--- config.mk ---
export PLATFORM = sky130hd
export DESIGN_NAME = pc_fetch_ctrl_rv32i
export DESIGN_NICKNAME = d
export VERILOG_FILES = /design/src/rtl/pc_fetch_ctrl_rv32i.sv
export SDC_FILE = /design/constraint.sdc
export NUM_CORES = 1
export LEC_CHECK = 0
export CORE_AREA = 2 2 110 112
export DETAILED_ROUTE_END_ITERATION = 16
export DIE_AREA = 0 0 112 114
export GPL_TIMING_DRIVEN = 0
export PLACE_DENSITY = 0.8
export SYNTH_ARGS = -nofsm -noshare
export SYNTH_HDL_FRONTEND = slang
export SYNTH_SLANG_ARGS = --single-unit
--- constraint.sdc ---
create_clock -name clock -period 1.88 [get_ports clock]
set_input_delay 0.47 -clock clock [delete_from_list [all_inputs] [get_ports clock]]
set_output_delay 0.47 -clock clock [all_outputs]
set_load 0.02 [all_outputs]
--- src/rtl/pc_fetch_ctrl_rv32i.sv ---
// pc_fetch_ctrl_rv32i: RV32I instruction-fetch controller that sequences the PC through a req/gnt/rvalid
// memory handshake and supports redirects, which flush any response still in flight.
module pc_fetch_ctrl_rv32i #(
   parameter logic [31:0] RESET_VECTOR = 32'h00000000
) (
   input  logic        clock,
   input  logic        nreset,
   input  logic        stall,
   input  logic        redirect_valid,
   input  logic [31:0] redirect_target,
   output logic        imem_req,
   output logic [31:0] imem_addr,
   input  logic        imem_gnt,
   input  logic        imem_rvalid,
   input  logic [31:0] imem_rdata,
   output logic        instr_valid,
   output logic [31:0] instr,
   output logic [31:0] instr_pc,
   output logic        misalign_err
);
   typedef enum logic [1:0] {IDLE, REQ, WAIT, VALID} state_t;

   state_t      r_state, w_state_nxt;
   logic [31:0] r_pc, w_pc_nxt;
   logic [31:0] r_instr, w_instr_nxt;
   logic [31:0] r_instr_pc, w_instr_pc_nxt;
   logic        r_flush, w_flush_nxt;
   logic        r_misalign;
   logic        w_redir;
   logic        w_bad_redir;

   assign w_redir     = redirect_valid && (redirect_target[1:0] == 2'b00);
   assign w_bad_redir = redirect_valid && (redirect_target[1:0] != 2'b00);

   always_ff @(posedge clock or negedge nreset) begin
      if (!nreset) begin
         r_state    <= IDLE;
         r_pc       <= RESET_VECTOR;
         r_instr    <= 32'h0;
         r_instr_pc <= 32'h0;
         r_flush    <= 1'b0;
         r_misalign <= 1'b0;
      end else begin
         r_state    <= w_state_nxt;
         r_pc       <= w_pc_nxt;
         r_instr    <= w_instr_nxt;
         r_instr_pc <= w_instr_pc_nxt;
         r_flush    <= w_flush_nxt;
         r_misalign <= w_bad_redir;
      end
   end

   always_comb begin
      w_state_nxt    = r_state;
      w_pc_nxt       = r_pc;
      w_instr_nxt    = r_instr;
      w_instr_pc_nxt = r_instr_pc;
      w_flush_nxt    = r_flush;
      case (r_state)
         IDLE: begin
            w_state_nxt = REQ;
            w_pc_nxt    = w_redir ? redirect_target : r_pc;
         end
         REQ: begin
            w_state_nxt = imem_gnt ? WAIT : REQ;
            if (w_redir) begin
               // a grant accepted alongside a redirect returns stale data; mark it for discard
               w_pc_nxt    = redirect_target;
               w_flush_nxt = imem_gnt;
            end
         end
         WAIT: begin
            if (w_redir) begin
               w_pc_nxt    = redirect_target;
               w_flush_nxt = !imem_rvalid;
               w_state_nxt = imem_rvalid ? REQ : WAIT;
            end else if (imem_rvalid && r_flush) begin
               w_flush_nxt = 1'b0;
               w_state_nxt = REQ;
            end else if (imem_rvalid) begin
               w_instr_nxt    = imem_rdata;
               w_instr_pc_nxt = r_pc;
               w_pc_nxt       = r_pc + 32'd4;
               w_state_nxt    = VALID;
            end
         end
         VALID: begin
            w_pc_nxt    = w_redir ? redirect_target : r_pc;
            w_state_nxt = (w_redir || !stall) ? REQ : VALID;
         end
         default: w_state_nxt = IDLE;
      endcase
   end

   assign imem_req     = (r_state == REQ);
   assign imem_addr    = r_pc;
   assign instr_valid  = (r_state == VALID);
   assign instr        = r_instr;
   assign instr_pc     = r_instr_pc;
   assign misalign_err = r_misalign;
endmodule

# Word-level counts from Yosys, hierarchy flattened
# Cells that the tools add are included.
# op_classes
addsub	1
n_eq_ne	9
muxes	16
bitwise_logic	2
reduce_logical	14
# ops
op	n
$mux 32	4
$pmux 32 s2	1
$add 32x3->32 const B	1
$mux 2	6
$ne 3x3->1 const B	3
$pmux 2 s4	1
$reduce_and 3->1	2
$eq 2x2->1 const B	2
$logic_not 2->1	2
$ne 2x1->1 const B	2
$ne 4x4->1 const B	1
$reduce_and 4->1	1
$reduce_bool 2->1	2
$logic_and 1x1->1	3
$mux 1	3
$reduce_or 3->1	1
$eq 2x1->1 const B	1
$logic_not 1->1	2
$not 1->1	2
$pmux 1 s2	1
$logic_or 1x1->1	1
# word_totals
regBits	100
inputBits	70
out_inout_bits	99
wordCells	48

# Longest topological paths before layout
# Gate-level depths: netlist (run 1).
# depth
ltp_word	5
ltp_mapped	10
depth_no_buf	7

# Worst setup path after synthesis (run 1)
# OpenSTA, ideal clock, no wires.
# synth_timing
kind	register -> register
start	register r_pc[2] (netlist: imem_addr[2])
end	register r_pc[30] (netlist: imem_addr[30])
setup_ns	0.131
arrival_time_ns	1.894
required_ns	1.749
slack_ns	-0.145
path_stages_with_launch	8
path_buffers	1
cell_sequence	dfrtp_1 -> ha_1 -> and4_1 -> buf_4 -> and4bb_4 -> nand3_2 -> and3_1 -> or3_1
# synth_via
elab_chain_len	5
# synth_rtl
element	line	rtl
start, declared	24	logic [31:0] r_pc, w_pc_nxt;
start signal, assigned	45	r_pc <= w_pc_nxt;
$add 32x3->32	83	w_pc_nxt = r_pc + 32'd4;
$mux 32	80	end else if (imem_rvalid) begin
$mux 32	77	end else if (imem_rvalid && r_flush) begin
$mux 32	73	if (w_redir) begin
$pmux 32 s2	59	case (r_state)
# Every way passes these cells. The select of a mux whose other input is x is not followed.
# A chain may end at the register's enable or synchronous reset.

# Final worst setup path (run 1)
# layout_timing
start	register r_state[0]
end	register r_pc[31] (netlist: imem_addr[31])
# layout_via
elab_chain_len	4
elab_cells_between_ends	10
classes_between	eq/ne (6); mux (1); reduce/logical (3)
# layout_rtl
element	line	rtl
start, declared	23	state_t r_state, w_state_nxt;
start signal, assigned	44	r_state <= w_state_nxt;
$eq 2x1->1 (tied with other cells)	59	
$reduce_or 3->1 (no source line)	--	
$ne 2x1->1 (no source line)	--	
$reduce_and 3->1 (no source line)	--	
# Parallel ways exist; a longest one is shown, timed or not.

==> summary.txt, run 1 <==
Cells and area
  – N_diodes: 0
  – Layout cells sized above 1: 0.1470
  – Finished Cell Area: 7164 um^2
  – Layout area overhead: 57.44%
  – Fillers: 973
  – Most frequent cells in the layout: nand2_1 (217), clkdlybuf4s50_1 (133), dfrtp_1 (90)
  – Commonest non-fill, non-tap cell in the layout: nand2_1
  – Final net count: 798

Floorplan
  – Die Y: 114 um
  – Core Region: 11,710 um^2
  – FP Rows: 40
  – Die area: 12,770 um^2
  – I/O pins: 169
  – Initial core utilization: 0.3886
  – Die X: 112 um

Worst setup path
  – Worst endpoint required time: 2100 ps
  – Worst Path Buf+Inv: 2
  – Worst-path cell chain: inv_2, ha_4, nand3b_1, buf_6, or3_1, o211a_1, a221o_1
  – CP startpoint kind: register
  – R2R setup slack: -30 ps
  – Setup crit end kind: register
  – Crit path depth: 7
  – CP max-delay cell: dfrtp_1
  – Worst Path Max Fanout: 7
  – Top cell family by delay on the critical path: simple AND/OR/NAND/NOR gates
  – CP Class: register to register
  – Data arrival, critical path: 2120 ps
  – Crit-path max cell delay: 390 ps
  – CP startpoint: r_state[0]
  – Reg-to-Reg End: imem_addr[31]
  – Reg2reg start: r_state[0]
  – Worst Reg-to-Reg Cells: 7
  – Worst setup endpoint: imem_addr[31]

Drt
  – 1st-iter DRT viols: 484
  – Routed wire per std cell: 16.70 um
  – Via density: 5.295
  – Vias: 4,633
  – DRC Markers: 0
  – DRT Pass-1 Iters: 5
  – Final WL: 14,610 um
  – Remaining antenna violation count: 0

Timing
  – Max Clock Skew: 9.309 ps
  – Worst Slack Setup Final: -25.01 ps
  – Endpoints failing hold: 0
  – Min Tclk post-route: 1905 ps
  – Endpoints failing setup: 2
  – RSZ-0062 raised after global routing: yes
  – Slew Limit Fails: 0
  – Tightest Pin Transition: 573.8 ps
  – Setup TNS: -28.98 ps
  – FMAX: 524.9 MHz
  – Relative max-transition margin: 0.6175
  – Tcrit/Tclk final: 1.013

Global routing
  – First-pass GRT wire length: 22,770 um
  – Initial antenna violation count: 0
  – GRT Total Usage: 0.2227
  – Gr ovfl total: 0
  – Largest net degree at the start of global routing: 58
  – Vias in the first global route: 4,519

Yosys
  – EDFF count, synth: 0
  – Syn_area_per_cell: 8.785 um^2
  – Synthesized area: 4551 um^2
  – Synth top area share: 0.5499
  – Synth Instances: 518
  – Top_reg_cell synth: dfrtp_1
  – FFs w/ async S/R, synth: 1.000
  – Area leader, netlist: dfrtp_1
  – Area contributors post-synth: dfrtp_1 (55%), nand2_1 (18%), o21ai_0 (2.6%), nor2_1 (1.6%), a21oi_1 (1.4%)
  – Yosys warns: 0
  – Distinct cells, synth: 48
  – Flops & latches, synth: 100
  – Sequential area share after synthesis: 0.5499
  – Syn nets: 593

Power
  – Clock Power Share: 0.173
  – Worst-case vdd ir drop: 792.6 uV
  – Sw Share: 0.3943
  – Combinational power share: 0.458
  – Pwr dens: 1393 nW/um^2
  – Flop pwr share: 0.369
  – Leakage: 3.401 nW
  – Power Total: 0.009983 W
  – Int Power: 0.006047 W
  – Psw: 0.003936 W

Placed design
  – Setup WS pre-CTS: -879.9 ps
  – Routability cong.: 0.8666
  – Post-DP HPWL: 10,240 um
  – Placed Area: 6479 um^2
  – Port Buf Inserts: 168

Clocking
  – CTS H-tree lvls: 3
  – CTS Hold Bufs: 0
  – Root Buffer: clkbuf_16
  – CTS tree: built
  – CTS buffer count: 9
  – Worst skew pair latency: 340 ps
  – # clock sinks: 100
  – CTS Buffer Depth: 2
  – Clock slew at reported path FFs: 70 ps

Status
  – Status: finished, violations left
  – Failing checks: negative setup slack

Flow run
  – Max Cap Violations: 0

Hold path
  – Hold crit path type: primary input to asynchronous set/reset pin
-- how the worst min path moves through the flow --
stage                  start      endpoint  slack, ps  depth (start not counted)
finish                nreset     instr[28]        120                          1
global route          nreset     instr[23]        160                          1
CTS                   nreset     instr[23]        140                          1
detailed placement  instr[0]      instr[0]        460                          2
global placement    instr[0]      instr[0]        460                          2
floorplan             nreset  imem_addr[0]        170                          0
-- worst register-to-register path, delay by kind of cell, from the launching register on --
family,cells,cell delay [ps]
flip-flops,1,390
AND/OR/NAND/NOR,2,480
buffers and inverters,2,270
AO/OA/AOI/OAI,2,470
adder cells (fa/ha/maj),1,170
-- state kept, by name (all words and copies together), names as in the netlist --
signal        cells
r_flush           1
instr_pc         32
misalign_err      1
imem_addr        32
r_state           2
instr            32
-- cells in the mapped netlist (all sizes together), types with 2 or more instances --
cell and instances:
a311oi 5, ha 5, clkbuf 17, and4 7
buf 11, nor3 8, a21oi 13, or3 2
nor4 2, dfrtp 100, nand4 9, nand3 12
o22ai 3, xor2 5, nand2 220, and3 8
a31oi 5, o21ai 24, and2 7, a211oi 5
xnor2 4, inv 6, nor2 20, nor3b 2
-- per-stage QoR --
| stage | hold WS, ps | utilization | instances |
|---|---|---|---|
| after floorplan | 174.4 | - | 518 |
| after global placement | 456.2 | 0.5511 | 833 |
| after detailed placement | 462.0 | 0.5532 | 834 |
| after CTS | 135.2 | 0.5949 | 860 |
| after global routing | 158.4 | 0.6118 | 875 |
| final | 122.1 | 0.6118 | 875 |
-- cell families (layout without fill, tap and decap cells) --
family / after synthesis / after routing / synth area share
buffers and inverters: 34 / 244 / 0.03272
multiplexers: 1 / 1 / 0.002200
AND/OR/NAND/NOR: 301 / 301 / 0.2892
flip-flops: 100 / 100 / 0.5499
adder cells (fa/ha/maj): 5 / 5 / 0.01375
XOR/XNOR: 9 / 9 / 0.01732
AO/OA/AOI/OAI: 68 / 68 / 0.09486
-- final cells by class --
| class | count | area, um^2 | share of cell area |
|---|---|---|---|
| Multi-Input combinational cell | 384 | 2043 | 0.2852 |
| Inverter | 6 | 22.52 | 0.003144 |
| Sequential cell | 100 | 2515 | 0.3510 |
| Clock buffer | 9 | 225.2 | 0.03144 |
| Buffer | 26 | 212.7 | 0.02969 |
| Tap cell | 147 | 183.9 | 0.02567 |
| Clock inverter | 7 | 52.55 | 0.007335 |
| Timing Repair Buffer | 196 | 1909 | 0.2665 |
-- timing repair --
item / in CTS / in global routing
buffers inserted: 11 / 16
endpoints found under the setup margin: 124 / 38
pin swaps: 5 / 11
resized for setup: 82 / 33
-- power groups by stage --
stage | Sequential [W] | Combinational (W) | Clock, W
after global placement | 0.00365 | 0.00425 | 0
final | 0.00368 | 0.00457 | 0.00173
after global routing | 0.00378 | 0.00491 | 0.00187
after CTS | 0.00366 | 0.00442 | 0.00178
after detailed placement | 0.00371 | 0.00438 | 0
after floorplan | 0.00455 | 0.00122 | 0
-- layer usage --
metal	global-route usage	vias to the layer above	routed length (um)
met2	0.3762	232	7254
met4	0.07073	0	289
met1	0.2847	2225	5995
li1	-	2144	-
met3	0.05473	32	1072
met5	0	-	0
No activity file was read; power rests on OpenSTA's default activity.
==> run 2: changes to the inputs <==
PLACE_DENSITY = 0.72   (was 0.8)
==> summary.txt, run 2 (synthesis results as in run 1) <==
Worst setup path
  – CP startpoint: r_state[0]
  – Reg-to-Reg End: imem_addr[31]
  – Crit path depth: 8 (+1)
  – Crit-path max cell delay: 400 ps (about the same)
  – CP startpoint kind: register
  – Worst Path Buf+Inv: 3 (+1)
  – Reg2reg start: r_state[0]
  – Worst endpoint required time: 2100 ps (about the same)
  – CP Class: register to register
  – Top cell family by delay on the critical path: compound AO/OA/AOI/OAI gates
  – Crit path top cell by count: buf_6
  – Worst Reg-to-Reg Cells: 8 (+1)
  – R2R setup slack: -0.2 ps (+20 ps)
  – Worst-path cell chain: inv_2, ha_4, buf_6, nand3b_1, buf_6, or3_4, o211a_1, a221o_1
  – Worst Path Max Fanout: 7 (unchanged)
  – Data arrival, critical path: 2100 ps (-20 ps)
  – Setup crit end kind: register
  – CP max-delay cell: dfrtp_1
  – Worst setup endpoint: imem_addr[31]

Timing
  – Endpoints failing hold: 0 (unchanged)
  – FMAX: 531.9 MHz (+1.3%)
  – Tightest Pin Transition: 457.4 ps (-116.4 ps)
  – Endpoints failing setup: 1 (-1)
  – RSZ-0062 raised after global routing: yes
  – Relative max-transition margin: 0.6951 (+0.07760)
  – Setup TNS: -0.1577 ps (+28.82 ps)
  – Slew Limit Fails: 0 (unchanged)
  – Min Tclk post-route: 1880 ps (-24.85 ps)
  – Worst Slack Setup Final: -0.1577 ps (+24.85 ps)
  – Tcrit/Tclk final: 1.000 (-0.01322)
  – Max Clock Skew: 9.840 ps (+0.5309 ps)

Clocking
  – # clock sinks: 100 (unchanged)
  – CTS tree: built
  – CTS buffer count: 9 (unchanged)
  – CTS Buffer Depth: 2 (unchanged)
  – CTS H-tree lvls: 3 (unchanged)
  – Root Buffer: clkbuf_16
  – Clock slew at reported path FFs: 70 ps (about the same)
  – CTS Hold Bufs: 0 (unchanged)
  – Worst skew pair latency: 340 ps (about the same)

Cells and area
  – Final Core Density: 0.6109 (-0.0008550)
  – Most frequent cells in the layout: nand2_1 (217), clkdlybuf4s50_1 (134), dfrtp_1 (87)
  – Commonest non-fill, non-tap cell in the layout: nand2_1
  – Finished Cell Area: 7154 um^2 (-0.14%)
  – Final cell count without fillers: 870 (-0.57%)
  – Final net count: 793 (-0.63%)
  – Layout area overhead: 57.22%
  – Layout cells sized above 1: 0.1535 (+0.006549)
  – N_diodes: 0 (unchanged)

Floorplan
  – Core Region: 11,710 um^2 (unchanged)
  – Die X: 112 um (unchanged)
  – Initial core utilization: 0.3886 (unchanged)
  – Die Y: 114 um (unchanged)
  – FP Rows: 40 (unchanged)
  – I/O pins: 169 (unchanged)
  – Die area: 12,770 um^2 (unchanged)

Power
  – Worst-case vdd ir drop: 700.6 uV (-12%)
  – Leakage: 3.395 nW (-0.17%)
  – Pwr dens: 1410 nW/um^2 (+1.2%)

Drt
  – 1st-iter DRT viols: 377 (-22%)
  – Remaining antenna violation count: 0 (unchanged)
  – Final WL: 14,340 um (-1.8%)
  – DRT Pass-1 Iters: 5 (unchanged)
  – Via density: 5.182 (-2.1%)
  – Routed wire per std cell: 16.49 um (-1.3%)
  – Vias: 4,508 (-2.7%)
  – DRC Markers: 0 (unchanged)

Global routing
  – Vias in the first global route: 4,350 (-3.7%)
  – Largest net degree at the start of global routing: 69 (+19%)
  – First-pass GRT wire length: 21,990 um (-3.4%)
  – Initial antenna violation count: 0 (unchanged)
  – GRT Total Usage: 0.2152 (-0.007477)
  – Gr ovfl total: 0 (unchanged)

Hold path
  – Hold crit path type: primary input to asynchronous set/reset pin

Status
  – Failing checks: negative setup slack
  – Status: finished, violations left

Placed design
  – Placed cells: 834 (unchanged)
  – Port Buf Inserts: 168 (unchanged)
  – Routability cong.: 0.7935 (-8.4%)
  – Post-DP HPWL: 10,010 um (-2.3%)
  – Placed Area: 6479 um^2 (unchanged)

Flow run
  – Max Cap Violations: 0 (unchanged)
-- run 2: cell count changes in the layout (fill, tap and decap cells not counted), moves of 2 or more --
cell,before,now
dfrtp_1,90,87
and4_4,2,4
clkbuf_2,5,10
clkbuf_4,8,1
dfrtp_2,10,13
clkinvlp_4,4,2
and4_1,5,3
buf_4,33,30
-- run 2: how the worst min path moves through the flow --
| stage | to | slack, ps | cells after the start |
|---|---|---|---|
| after CTS | instr[31] | 90 | 1 |
| after detailed placement | instr[31] | 460 | 1 |
| after global routing | instr[31] | 110 | 1 |
| final | instr[31] | 70 | 1 |
| after floorplan | imem_addr[0] | 170 | 0 |
| after global placement | instr_pc[27] | 460 | 2 |
-- run 2: per-layer routing --
layer / track usage / wire length, um / share of wire / vias up
li1: - / - / - / 2142
met1: 0.2782 / 6151 / 0.43 / 2161
met2: 0.3669 / 7048 / 0.49 / 179
met3: 0.03294 / 851 / 0.059 / 26
met4: 0.08455 / 292 / 0.020 / 0
met5: 0 / 0 / 0 / -
-- run 2: repair_timing --
| item | in CTS | in global routing |
|---|---|---|
| resized for setup | 80 | 38 |
| endpoints found under the setup margin | 123 | 92 |
| pin swaps | 3 | 8 |
| gates cloned | 0 | 0 |
| setup buffers | 13 | 10 |
-- run 2: area by class of cell --
class / count / area (um^2)
buffer: 25 / 181.4
clock buffer: 10 / 239.0
clock inverter: 6 / 71.32
fill: 1022 / 4557
inverter: 6 / 22.52
multi-input combinational: 384 / 2063
sequential: 100 / 2519
tap: 147 / 183.9
timing repair buffer: 192 / 1874
-- run 2: per-stage QoR --
step                      total power [W]  hold slack, ps  setup slack, ps
after global placement           0.007925           458.2            -3757
after global routing              0.01067           110.9           -56.22
after floorplan                  0.005769           174.4           -4.698
after CTS                         0.01001           87.97           -36.60
final                             0.01009           68.64          -0.1577
after detailed placement         0.008071           456.3           -922.9
-- run 2: where the power goes --
part	total [W]	internal (W)	leakage, nW	switching (W)
clock	0.00192	0.00108	0.146	0.000840
combinational	0.00450	0.00212	2.00	0.00238
sequential	0.00367	0.00298	1.25	0.000691
